==> config.mk <==
export PLATFORM = sky130hd
export DESIGN_NAME = cacheline_arbiter
export DESIGN_NICKNAME = d
export VERILOG_FILES = /design/src/rtl/cacheline_arbiter_pkg.sv /design/src/rtl/rr_pick2.sv /design/src/rtl/cacheline_arbiter.sv
export SDC_FILE = /design/constraint.sdc
export NUM_CORES = 1
export LEC_CHECK = 0
export CORE_AREA = 2 2 633 635
export DETAILED_ROUTE_END_ITERATION = 8
export DIE_AREA = 0 0 635 637
export GPL_ROUTABILITY_DRIVEN = 1
export SYNTH_ARGS = -nofsm -noshare
export SYNTH_HDL_FRONTEND = slang
export SYNTH_SLANG_ARGS = --single-unit
==> constraint.sdc <==
create_clock -name clk -period 4.5 [get_ports clk]
set_input_delay 0.675 -clock clk [delete_from_list [all_inputs] [get_ports clk]]
set_output_delay 0.675 -clock clk [all_outputs]
set_load 0.02 [all_outputs]
==> src/rtl/cacheline_arbiter_pkg.sv <==
// cache_arb_pkg: shared widths, FSM encoding and the latched request record
// used by the cacheline arbiter.
//   LINE_W      : cacheline width in bits (one 32-byte line)
//   ADDR_W      : line address width
//   arb_state_t : arbiter FSM states
//   line_req_t  : one latched line request as presented on dfp_*
//   make_req    : builds a line_req_t; a write always beats a read
package cache_arb_pkg;

  localparam int LINE_W = 256;
  localparam int ADDR_W = 32;

  typedef enum logic [1:0] {ARB_IDLE, ARB_GNT0, ARB_GNT1} arb_state_t;

  typedef struct packed {
    logic [ADDR_W-1:0] addr;
    logic [LINE_W-1:0] wdata;
    logic              read;
    logic              write;
  } line_req_t;

  // A requester asserting both read and write is illegal; the write is kept
  // so a dirty line is never silently lost.
  function automatic line_req_t make_req(input logic [ADDR_W-1:0] addr,
                                         input logic [LINE_W-1:0] wdata,
                                         input logic              read,
                                         input logic              write);
    line_req_t r;
    r.addr  = addr;
    r.wdata = wdata;
    r.read  = read & ~write;
    r.write = write;
    return r;
  endfunction

endpackage

==> src/rtl/rr_pick2.sv <==
// rr_pick2: combinational two-way picker.
//   req   : request vector, bit N = port N requesting
//   last  : port that won the previous completed grant
//   fixed : 1 = port 1 wins every tie, 0 = the port not in 'last' wins
//   gnt   : one-hot grant (all zero when nobody requests)
module rr_pick2 (
  input  logic [1:0] req,
  input  logic       last,
  input  logic       fixed,
  output logic [1:0] gnt
);

  always_comb begin
    gnt = 2'b00;
    case (req)
      2'b01:   gnt = 2'b01;
      2'b10:   gnt = 2'b10;
      2'b11:   gnt = (fixed || !last) ? 2'b10 : 2'b01;
      default: gnt = 2'b00;
    endcase
  end

endmodule

==> src/rtl/cacheline_arbiter.sv <==
// cacheline_arbiter: merges the icache (port 0) and dcache (port 1) line-miss
// ports onto the single dfp_* cacheline port of the burst adapter.
//
// Handshake: a requester raises pN_read or pN_write (with addr/wdata) and
// holds it unchanged-in-kind until the single-cycle pN_resp; it drops the
// request in the cycle after pN_resp. On dfp_*, dfp_read/dfp_write stay high
// from the grant through the dfp_resp cycle; dfp_resp completes the
// transaction and is ignored while no grant is outstanding.
//
// Ports:
//   clk, rst_n               : clock, asynchronous active-low reset
//   pN_addr/read/write/wdata : requester N line request
//   pN_rdata, pN_resp        : completion back to requester N (zero when not
//                              the granted, completing port)
//   dfp_addr/read/write/wdata: latched request of the granted port
//   dfp_rdata, dfp_resp      : completion from the adapter
//   dbg_state                : current FSM state, for observation only
module cacheline_arbiter
  import cache_arb_pkg::*;
#(
  parameter int FIXED_PRIO = 0
) (
  input  logic              clk,
  input  logic              rst_n,
  input  logic [ADDR_W-1:0] p0_addr,
  input  logic              p0_read,
  input  logic              p0_write,
  input  logic [LINE_W-1:0] p0_wdata,
  output logic [LINE_W-1:0] p0_rdata,
  output logic              p0_resp,
  input  logic [ADDR_W-1:0] p1_addr,
  input  logic              p1_read,
  input  logic              p1_write,
  input  logic [LINE_W-1:0] p1_wdata,
  output logic [LINE_W-1:0] p1_rdata,
  output logic              p1_resp,
  output logic [ADDR_W-1:0] dfp_addr,
  output logic              dfp_read,
  output logic              dfp_write,
  output logic [LINE_W-1:0] dfp_wdata,
  input  logic [LINE_W-1:0] dfp_rdata,
  input  logic              dfp_resp,
  output arb_state_t        dbg_state
);

  arb_state_t state;
  logic       last_gnt;   // 1 after reset so port 0 takes the first tie
  line_req_t  req_q;
  logic [1:0] req_vec;
  logic [1:0] gnt;

  assign req_vec = {p1_read | p1_write, p0_read | p0_write};

  rr_pick2 u_pick (
    .req   (req_vec),
    .last  (last_gnt),
    .fixed (FIXED_PRIO != 0),
    .gnt   (gnt)
  );

  always_ff @(posedge clk or negedge rst_n) begin
    if (!rst_n) begin
      state    <= ARB_IDLE;
      last_gnt <= 1'b1;
      req_q    <= '0;
    end else begin
      case (state)
        ARB_IDLE: begin
          if (gnt[0]) begin
            state <= ARB_GNT0;
            req_q <= make_req(p0_addr, p0_wdata, p0_read, p0_write);
          end else if (gnt[1]) begin
            state <= ARB_GNT1;
            req_q <= make_req(p1_addr, p1_wdata, p1_read, p1_write);
          end
        end
        ARB_GNT0: begin
          if (dfp_resp) begin
            state       <= ARB_IDLE;
            last_gnt    <= 1'b0;
            req_q.read  <= 1'b0;
            req_q.write <= 1'b0;
          end
        end
        ARB_GNT1: begin
          if (dfp_resp) begin
            state       <= ARB_IDLE;
            last_gnt    <= 1'b1;
            req_q.read  <= 1'b0;
            req_q.write <= 1'b0;
          end
        end
        default: state <= ARB_IDLE;
      endcase
    end
  end

  // dfp_* come only from the request registers; the requesters may change
  // their inputs after the grant without disturbing the adapter.
  assign dfp_addr  = req_q.addr;
  assign dfp_wdata = req_q.wdata;
  assign dfp_read  = req_q.read;
  assign dfp_write = req_q.write;

  // Completion is routed combinationally in the dfp_resp cycle.
  assign p0_resp  = (state == ARB_GNT0) && dfp_resp;
  assign p1_resp  = (state == ARB_GNT1) && dfp_resp;
  assign p0_rdata = p0_resp ? dfp_rdata : '0;
  assign p1_rdata = p1_resp ? dfp_rdata : '0;

  assign dbg_state = state;

  p0_rw_exclusive: assert property (@(posedge clk) disable iff (!rst_n)
    !(p0_read && p0_write));
  p1_rw_exclusive: assert property (@(posedge clk) disable iff (!rst_n)
    !(p1_read && p1_write));

endmodule

==> impl_results.md <==
* # rows at 232
* Reg clk slew, reported paths at ~0.080 ns
* Vias/cell at 3.023
* CP Buf/Inv Count at 4
* Max Cap Violations at 0
* Period minus WS final at roughly 4 ns
* Final WL at ~300 mm
* Max-slew violation count at 0
* Root buffer cell: clkbuf_16
* Clock tree from TritonCTS: yes
* Power Dens Cells at 544.4 nW/um^2
* Relative slew slack at 36.39%
* Critical Path AT at between 3 and 4 ns
* CP max stage delay at around 0.66 ns
* Syn Nets at 3138
* Initial antenna violation count at 347
* I/O pin count at approximately 1.6k
* Setup_tns at 0 ns
* Peak supply drop at roughly 0.37 mV
* Final Setup Violations at 0
* Flops & latches, synth at 293
* Drt first-iter violations at about 3.1k
* Final Hold Fails at 0
* Die area at 404500 um^2
* CP Launch Type: flop
* Outcome: finished, final reports clean
* Final ANT Viol Nets at 0
* Post-cts sizing count at 0
* Number of detailed-route iterations in the first pass at 6
* Sw Ratio at between 50% and 60%
* Final non-filler cell total at roughly 9k
* Crit. Startpoint: dbg_state[0]
* Crit path kind: reg -> out
* Die Y-Extent at 637 um
* Clock sinks at 293
* Area Overhead vs Synth at 132.8%
* Vias at 27.59k
* Sequential share of power at a little over a fifth
* Count of different cell masters after synthesis at 33
* NumNets Final at roughly 4.6k
* Syn avg cell area at 7.817 um^2
* Hold_buf cts at 0
* Net Sw Power at 11490 uW
* Layout cells sized above 1 at 5.068%
* Comb pwr share at 63.9%
* Crit Path Max Fanout at 89
* Post-layout util at between 10% and 20%
* Setup bufs post-CTS at 0
* Synth Instances at between 2k and 2.5k
* Clock power frac at between 10% and 20%
* Gp weighted congestion at 1.099
* Critical R2R Launch: last_gnt
* Vias in the first global route at 25.20k
* Core Region at between 300000 and 400000 um^2
* Worst-Skew Late Latency at 0.63 ns
* Avg WL per Cell at 33.26 um
* Starting Density at 4.510%
* H-tree depth at 2
* CP delay by family, top: buffers and inverters
* Hpwl dp at 267.8 mm
* Synth Cell Area at around 18000 um^2
* Slowest CP cell: clkdlybuf4s50_1
* Grt ovf at 0
* Final worst-path cycle share at just under 90%
* Crit end category: output port
* YS warnings at 0
* Skew final at between 0.02 and 0.025 ns
* Global-route wire length before repair at between 300 and 400 mm
* Critical path cell sequence: inv_1, ha_4, buf_12, buf_4, and3_1, clkdlybuf4s50_1
* LEAKAGE at 0.01555 uW
* Hold crit path type: in -> async
* Drt drc at 0
* Gr usage total at 14.31%
* Critical path required time at 3.83 ns
* Largest net degree at the start of global routing at 150
* Dpl cells at 8968
* Worst Tran Pin Value at 0.9511 ns
* Die width at 635 um
* CTS Buf Count at 38
* Clock Path Buffers at 3
* RSZ-0062 raised after global routing: false
* Internal power at 11260 uW
* Max Clock Freq at 249.0 MHz
* Register area share after synthesis at 40.86%
* IO Port Bufs at 1644
-- path summary, 6_finish.rpt --
| check | end | slack, ns | depth (start not counted) |
|---|---|---|---|
| min in group clk | dfp_read | 0.51 | 1 |
| worst max-delay path | p1_rdata[245] | 0.48 | 6 |
| worst min register to register | dfp_read | 0.51 | 1 |
| worst max register to register | dfp_wdata[104] | 1.86 | 5 |
| worst min-delay path | dfp_wdata[48] | 0.05 | 1 |
| max in group asynchronous | dfp_wdata[60] | 3.28 | 2 |
-- cells in the final DEF, fill, tap and decap left out, drive strengths merged, types with 2 or more instances in the layout --
cell type,n
clkbuf,50
clkinv,7
and3,512
buf,124
nor2,291
a21o,2
ha,3
bufinv,2
nand3,288
diode,92
o21ai,289
dfrtp,292
a31oi,288
inv,13
clkdlybuf4s50,1586
nand2b,2
nand2,2
-- synth_stat cells (all sizes together) --
cell type	count	share of area [%]
o22ai	1	0.035
nand3	288	8.0
o2bb2ai	1	0.049
ha	3	0.21
nor4	1	0.035
dfstp	1	0.15
o21bai	1	0.042
nand2	2	0.042
a31oi	288	10
nor2b	1	0.035
buf	81	3.2
and2	1	0.035
a21boi	1	0.042
o21ba	1	0.056
nor2	291	6.1
clkbuf	224	4.7
a21o	2	0.084
nand2b	2	0.070
inv	5	0.10
o21ai	289	8.1
a22o	1	0.049
a32o	1	0.056
dfrtp	292	41
o41a	1	0.063
or2	1	0.035
o32ai	1	0.049
or3	1	0.035
a2bb2oi	1	0.049
o221ai	1	0.049
and3	512	18
-- sequential cells by signal, indices dropped and copies added, names as in the netlist --
| name | flops |
|---|---|
| dfp_wdata | 256 |
| dfp_write | 1 |
| last_gnt | 1 |
| dbg_state | 2 |
| dfp_read | 1 |
| dfp_addr | 32 |
-- worst register-to-register path, cell delays in order, from the launching register on --
cell,delay (ns)
dfstp_2,0.78
o21bai_4,0.20
buf_4,0.42
buf_4,0.67
nand3_1,0.26
a31oi_1,0.23
-- per-layer routing --
metal  GRT usage (%)  wire length [um]
met1           14.19             99970
met2           25.79            153300
met3           6.072             32260
met4           6.572             17010
met5               0               989
-- cell type report --
type                            count  area [um^2]
Fill cell                       46090       356200
Timing Repair Buffer             1712        17170
Multi-Input combinational cell   1693         9239
Sequential cell                   293         7333
Tap cell                         5265         6588
Clock buffer                       48        998.5
Antenna cell                       92        230.2
Clock inverter                     18        197.7
Inverter                            5        18.77
-- per-stage QoR --
stage	hold slack, ns	setup slack [ns]	instance area, um^2	total power (uW)
2_1_floorplan	0.3794	2.233	17950	11340
3_3_place_gp	0.4820	1.037	40350	19750
3_5_place_dp	0.4958	1.061	40350	19730
4_1_cts	0.006309	0.3342	41550	23220
5_1_grt	0.04560	0.2808	41670	23920
6_report	0.04601	0.4837	41780	22750
-- logic make-up after synthesis --
kind of cell	share of synthesized area, %
compound gates	18.72
fa+ha+maj	0.2092
flops	40.86
buf+inv	7.968
simple gates	32.25
-- power groups by stage --
stage	clock network [uW]	registers, uW	logic, uW
floorplan	0	6410	4930
global placement	0	4920	14800
CTS	3450	4930	14800
global route	3480	5100	15300
finish	3270	4940	14500
detailed placement	0	4950	14800
Power figures use the tool's default switching activity.
==> RTL edit 1, RTL diff (config.mk and constraints unchanged) <==
Change the package constant `ADDR_W` from 32 to 16.
--- a/src/rtl/cacheline_arbiter_pkg.sv
+++ b/src/rtl/cacheline_arbiter_pkg.sv
@@ -8,7 +8,7 @@
 package cache_arb_pkg;
 
   localparam int LINE_W = 256;
-  localparam int ADDR_W = 32;
+  localparam int ADDR_W = 16;
 
   typedef enum logic [1:0] {ARB_IDLE, ARB_GNT0, ARB_GNT1} arb_state_t;
 
Interface: changed (resized dfp_addr, p0_addr and p1_addr); port bits go from 1645 to 1597. No check against the original RTL was run, so the function may have changed too.
==> RTL edit 1 against the original RTL <==
Sequential cell count shrank 16; worst setup slack worse by 0.20 ns; the run now ends with negative hold slack left; worst hold slack got worse by 0.061 ns; synthesized cell count down 3.9%; final area shrank 2.8%; power increased by 1.5%; synthesized area down 5.1%; cell count decreased by 1.0%; routed wire length rose by 20%; utilization shrank 0.29 points.
==> RTL edit 1: results <==
outcome:
  outcome: "complete, but fails checks"
  violations_in_the_final_reports: "negative hold slack"
synthesis:
  yosys-top-cells-area: "sky130_fd_sc_hd__dfrtp_1, sky130_fd_sc_hd__and3_1, sky130_fd_sc_hd__a31oi_1"
  syn-num-nets: 3016
  part_of_the_yosys_area_used_for_sequential_elements_pct: 40.7
  post_synthesis_compound_gate_area_fraction_pct: 18.7
  post_synth_num_cell_types: 32
  area_fraction_of_the_dominant_cell_type_after_synthesis_pct: 40.5
critical_path:
  critical-path-max-stage-delay_ns: 0.92
  critical_path_maximum_fanout: 84
  cp_data_arrival_time_ns: 3.54
clock_tree:
  clk_latency_ns: 0.69
  cts_made_buffers: 40
  worst_setup_hold_path_clk_slew_ns: 0.06
sta:
  slew_headroom_pct: 19.0
  final.hold.worst_slack_ns: -0.0152
  hold_violations: 3
  worst_clock_skew_ns: 0.0787
placed_design:
  io_buffer_count: 1596
  place.gp.congestion: 0.934
  dp_hpwl_mm: 329
  dpl_worst_slack_ns: 0.834
power:
  vdd_drop_max_v: 0.000340
  leakage_nw: 15.3
global_routing:
  grt_max_degree: 145
  first_global_vias: 24400
  grt_antenna_before_repair: 391
routing:
  initialDrtViolationCount: 2341
  drt-wirelength-per-cell_um: 40.5
layout:
  drive_gt1_share_pct: 7.43
  num-nets-final: 4414
RTL edit 1: per-layer routing:
layer  wire (um)  global-route usage, %
met1      123000                   17.2
met2      197000                   33.7
met3       31500                   6.09
met4       13000                   4.85
met5        1030                      0
RTL edit 1: worst reg2reg max path, cell delays in order (launching register included):
cell and delay [ns]:
sky130_fd_sc_hd__dfrtp_1 0.43, sky130_fd_sc_hd__inv_1 0.17, sky130_fd_sc_hd__ha_1 0.27, sky130_fd_sc_hd__o41a_2 0.70, sky130_fd_sc_hd__buf_12 0.49, sky130_fd_sc_hd__nor2_1 0.24
sky130_fd_sc_hd__a31oi_1 0.20
RTL edit 1: path summary, 6_finish.rpt:
check	from	to	slack (ns)	cells past startpoint
worst max-delay path	dbg_state[0]	p1_rdata[161]	0.29	5
worst min-delay path	rst_n	dfp_wdata[36]	-0.02	1
worst max register to register	dbg_state[1]	dfp_wdata[218]	1.87	6
worst min register to register	dfp_read	dfp_read	0.52	1
max in group asynchronous	rst_n	dfp_wdata[39]	3.19	2
min in group clk	dfp_read	dfp_read	0.52	1
RTL edit 1: power groups by stage:
stage | Sequential (mW) | Combinational [mW] | Clock [mW]
2_1_floorplan | 6.06 | 4.61 | 0
3_3_place_gp | 4.62 | 15.2 | 0
3_5_place_dp | 4.66 | 15.2 | 0
4_1_cts | 4.63 | 15.2 | 3.84
5_1_grt | 4.80 | 15.6 | 3.86
6_report | 4.64 | 14.8 | 3.67
RTL edit 1: kinds of logic after synthesis:
| group | after synthesis |
|---|---|
| simple gates | 1068 |
| compound gates | 558 |
| flops | 277 |
| fa+ha+maj | 3 |
| buf+inv | 300 |
RTL edit 1: metrics by stage:
stage | hold WS, ns | instances | instance area, sq um
final | -0.0152 | 9031 | 40600
after detailed placement | 0.505 | 8827 | 38900
after CTS | 0.00266 | 8901 | 40300
after global routing | 0.0343 | 8971 | 40500
after global placement | 0.499 | 8827 | 38900
after floorplan | 0.379 | 2206 | 17000
RTL edit 1: layout make-up:
cell class                 count  area [sq um]
fill                       46100        357000
multi-input combinational   1629          8920
sequential                   277          6930
tap                         5265          6590
antenna                      130           325
timing repair buffer        1651         16400
clock inverter                24           335
inverter                       5          18.8
clock buffer                  50          1100
==> RTL edit 2, RTL diff (same settings) <==
Made on the original files. Put a register stage on the output `p1_resp`, with the module's reset. The value now appears one clock later. The other outputs are not delayed to match.
--- a/src/rtl/cacheline_arbiter.sv
+++ b/src/rtl/cacheline_arbiter.sv
@@ -42,6 +42,8 @@
   input  logic              dfp_resp,
   output arb_state_t        dbg_state
 );
+
+  logic p1_resp_d;
 
   arb_state_t state;
   logic       last_gnt;   // 1 after reset so port 0 takes the first tie
@@ -104,9 +106,9 @@
 
   // Completion is routed combinationally in the dfp_resp cycle.
   assign p0_resp  = (state == ARB_GNT0) && dfp_resp;
-  assign p1_resp  = (state == ARB_GNT1) && dfp_resp;
+  assign p1_resp_d = (state == ARB_GNT1) && dfp_resp;
   assign p0_rdata = p0_resp ? dfp_rdata : '0;
-  assign p1_rdata = p1_resp ? dfp_rdata : '0;
+  assign p1_rdata = p1_resp_d ? dfp_rdata : '0;
 
   assign dbg_state = state;
 
@@ -115,5 +117,13 @@
   p1_rw_exclusive: assert property (@(posedge clk) disable iff (!rst_n)
     !(p1_read && p1_write));
 
+  always_ff @(posedge clk or negedge rst_n) begin
+    if (!rst_n) begin
+      p1_resp <= '0;
+    end else begin
+      p1_resp <= p1_resp_d;
+    end
+  end
+
 endmodule
 
Formal check against the unedited RTL: not equivalent (Yosys sat finds a counterexample within 4 cycles, from zero or initial values and one cycle with rst_n low).
==> RTL edit 2 against the original RTL <==
Synthesized area is 0.14% higher; maximum frequency is 3.0% lower; sequential cell count is 1 higher; via count is 0.83% lower; power is 0.81% higher; final area is 0.44% higher; worst setup slack worse by 0.12 ns; non-clock buffer count is 13 higher; routed wire length is 0.40% lower; largest power group unchanged.
==> RTL edit 2: results <==
outcome:
  outcome: "finished, final reports clean"
synthesis:
  syn-num-nets: 3139
  synth-warning-count: 0
  yosys-top-cells-area: "sky130_fd_sc_hd__dfrtp_1, sky130_fd_sc_hd__and3_1, sky130_fd_sc_hd__a31oi_1"
  part_of_the_yosys_area_used_for_sequential_elements_pct: 40.9
  synth_commonest_cells: "sky130_fd_sc_hd__and3_1, sky130_fd_sc_hd__dfrtp_1, sky130_fd_sc_hd__nor2_1"
  avgSynthCellArea_sq_um: 7.82
global_routing:
  first_global_vias: 25500
  global_route_usage_over_all_layers_pct: 14.3
  grt_antenna_before_repair: 332
  grt_max_degree: 146
  grt_pass1_wl_mm: 360
power:
  sw_frac_of_total_pct: 50.2
  vdd_drop_max_v: 0.000271
  leakage_nw: 15.7
critical_path:
  cp_data_arrival_time_ns: 3.46
  r2r_slack_ns: 1.97
  ff2ff_path_depth: 7
  cp-startpoint: "dbg_state[0]"
  r2r_end: "dfp_wdata[59]"
  critical_path_maximum_fanout: 65
  crit_end: "p1_rdata[8]"
placed_design:
  place.gp.congestion: 1.01
  dp_hpwl_mm: 267
  place_inst: 8981
sta:
  worst_clock_skew_ns: 0.0279
  tightest_slew_ns: 0.989
clock_tree:
  clk_latency_ns: 0.65
  cts_resized: 0
  cts_made_buffers: 39
  hold_buffers: 1
  post-cts-setup-buffers: 0
  worst_setup_hold_path_clk_slew_ns: 0.07
routing:
  drt-wirelength-per-cell_um: 33.2
  detailedRoute.firstPassIterationCount: 5
  initialDrtViolationCount: 2697
  num_vias: 27400
  routed_wl_mm: 302
layout:
  num-nets-final: 4600
  drive_gt1_share_pct: 5.47
worst_hold_path:
  hp-class: "flop to flop"
==> RTL edit 2: power by group through the flow <==
stage	Sequential (mW)	Clock (mW)	Combinational, mW
floorplan	6.42	0	4.92
global placement	4.87	0	14.9
detailed placement	4.91	0	14.8
CTS	4.88	3.59	14.9
global route	5.06	3.64	15.4
finish	4.90	3.41	14.6
==> RTL edit 2: per-layer routing <==
layer	GRT usage, %	share of wire (%)
met5	0	0.29
met4	5.57	4.8
met3	4.75	9.3
met2	26.0	51
met1	15.0	35
==> RTL edit 2: worst min path at each step <==
| stage | cells past startpoint | end | slack (ns) | start |
|---|---|---|---|---|
| 2_1_floorplan | 0 | dbg_state[0] | 0.38 | rst_n |
| 3_3_place_gp | 1 | dfp_read | 0.48 | dfp_read |
| 3_5_place_dp | 1 | dfp_read | 0.49 | dfp_read |
| 4_1_cts | 3 | dfp_wdata[191] | 0.49 | p0_wdata[191] |
| 5_1_grt | 1 | dfp_read | 0.52 | dfp_read |
| 6_report | 1 | dfp_read | 0.50 | dfp_read |
==> RTL edit 2: logic make-up (layout without fill, tap and decap cells) <==
group	count (synthesis)	in the layout	share of synthesized area [%]
adders and majority gates	3	3	0.209
buffers and inverters	310	1797	7.96
AOI/OAI and AO/OA	590	590	18.7
DFF	294	294	40.9
and+or+nand+nor	1100	1100	32.2
other	0	63	0
==> RTL edit 2: layout make-up <==
| cell class | count | area, sq um |
|---|---|---|
| inverter | 5 | 18.8 |
| timing repair buffer | 1725 | 17300 |
| sequential | 294 | 7360 |
| clock inverter | 16 | 228 |
| antenna | 63 | 158 |
| multi-input combinational | 1693 | 9240 |
| tap | 5265 | 6590 |
| fill | 46100 | 356000 |
| clock buffer | 51 | 1070 |
==> RTL edit 2: worst max-delay path, cell delays in order, from the launching register on <==
cell and delay, ns:
sky130_fd_sc_hd__dfrtp_1 0.43, sky130_fd_sc_hd__inv_1 0.17, sky130_fd_sc_hd__ha_4 0.65, sky130_fd_sc_hd__buf_4 0.45, sky130_fd_sc_hd__and3_1 0.21, sky130_fd_sc_hd__clkdlybuf4s50_1 0.77
==> RTL edit 2: stage by stage <==
step | cell area (sq um) | setup WS (ns)
2_1_floorplan | 18000 | 2.23
3_5_place_dp | 40500 | 1.00
6_report | 42000 | 0.360
4_1_cts | 41800 | 0.217
3_3_place_gp | 40500 | 1.01
5_1_grt | 41900 | 0.162
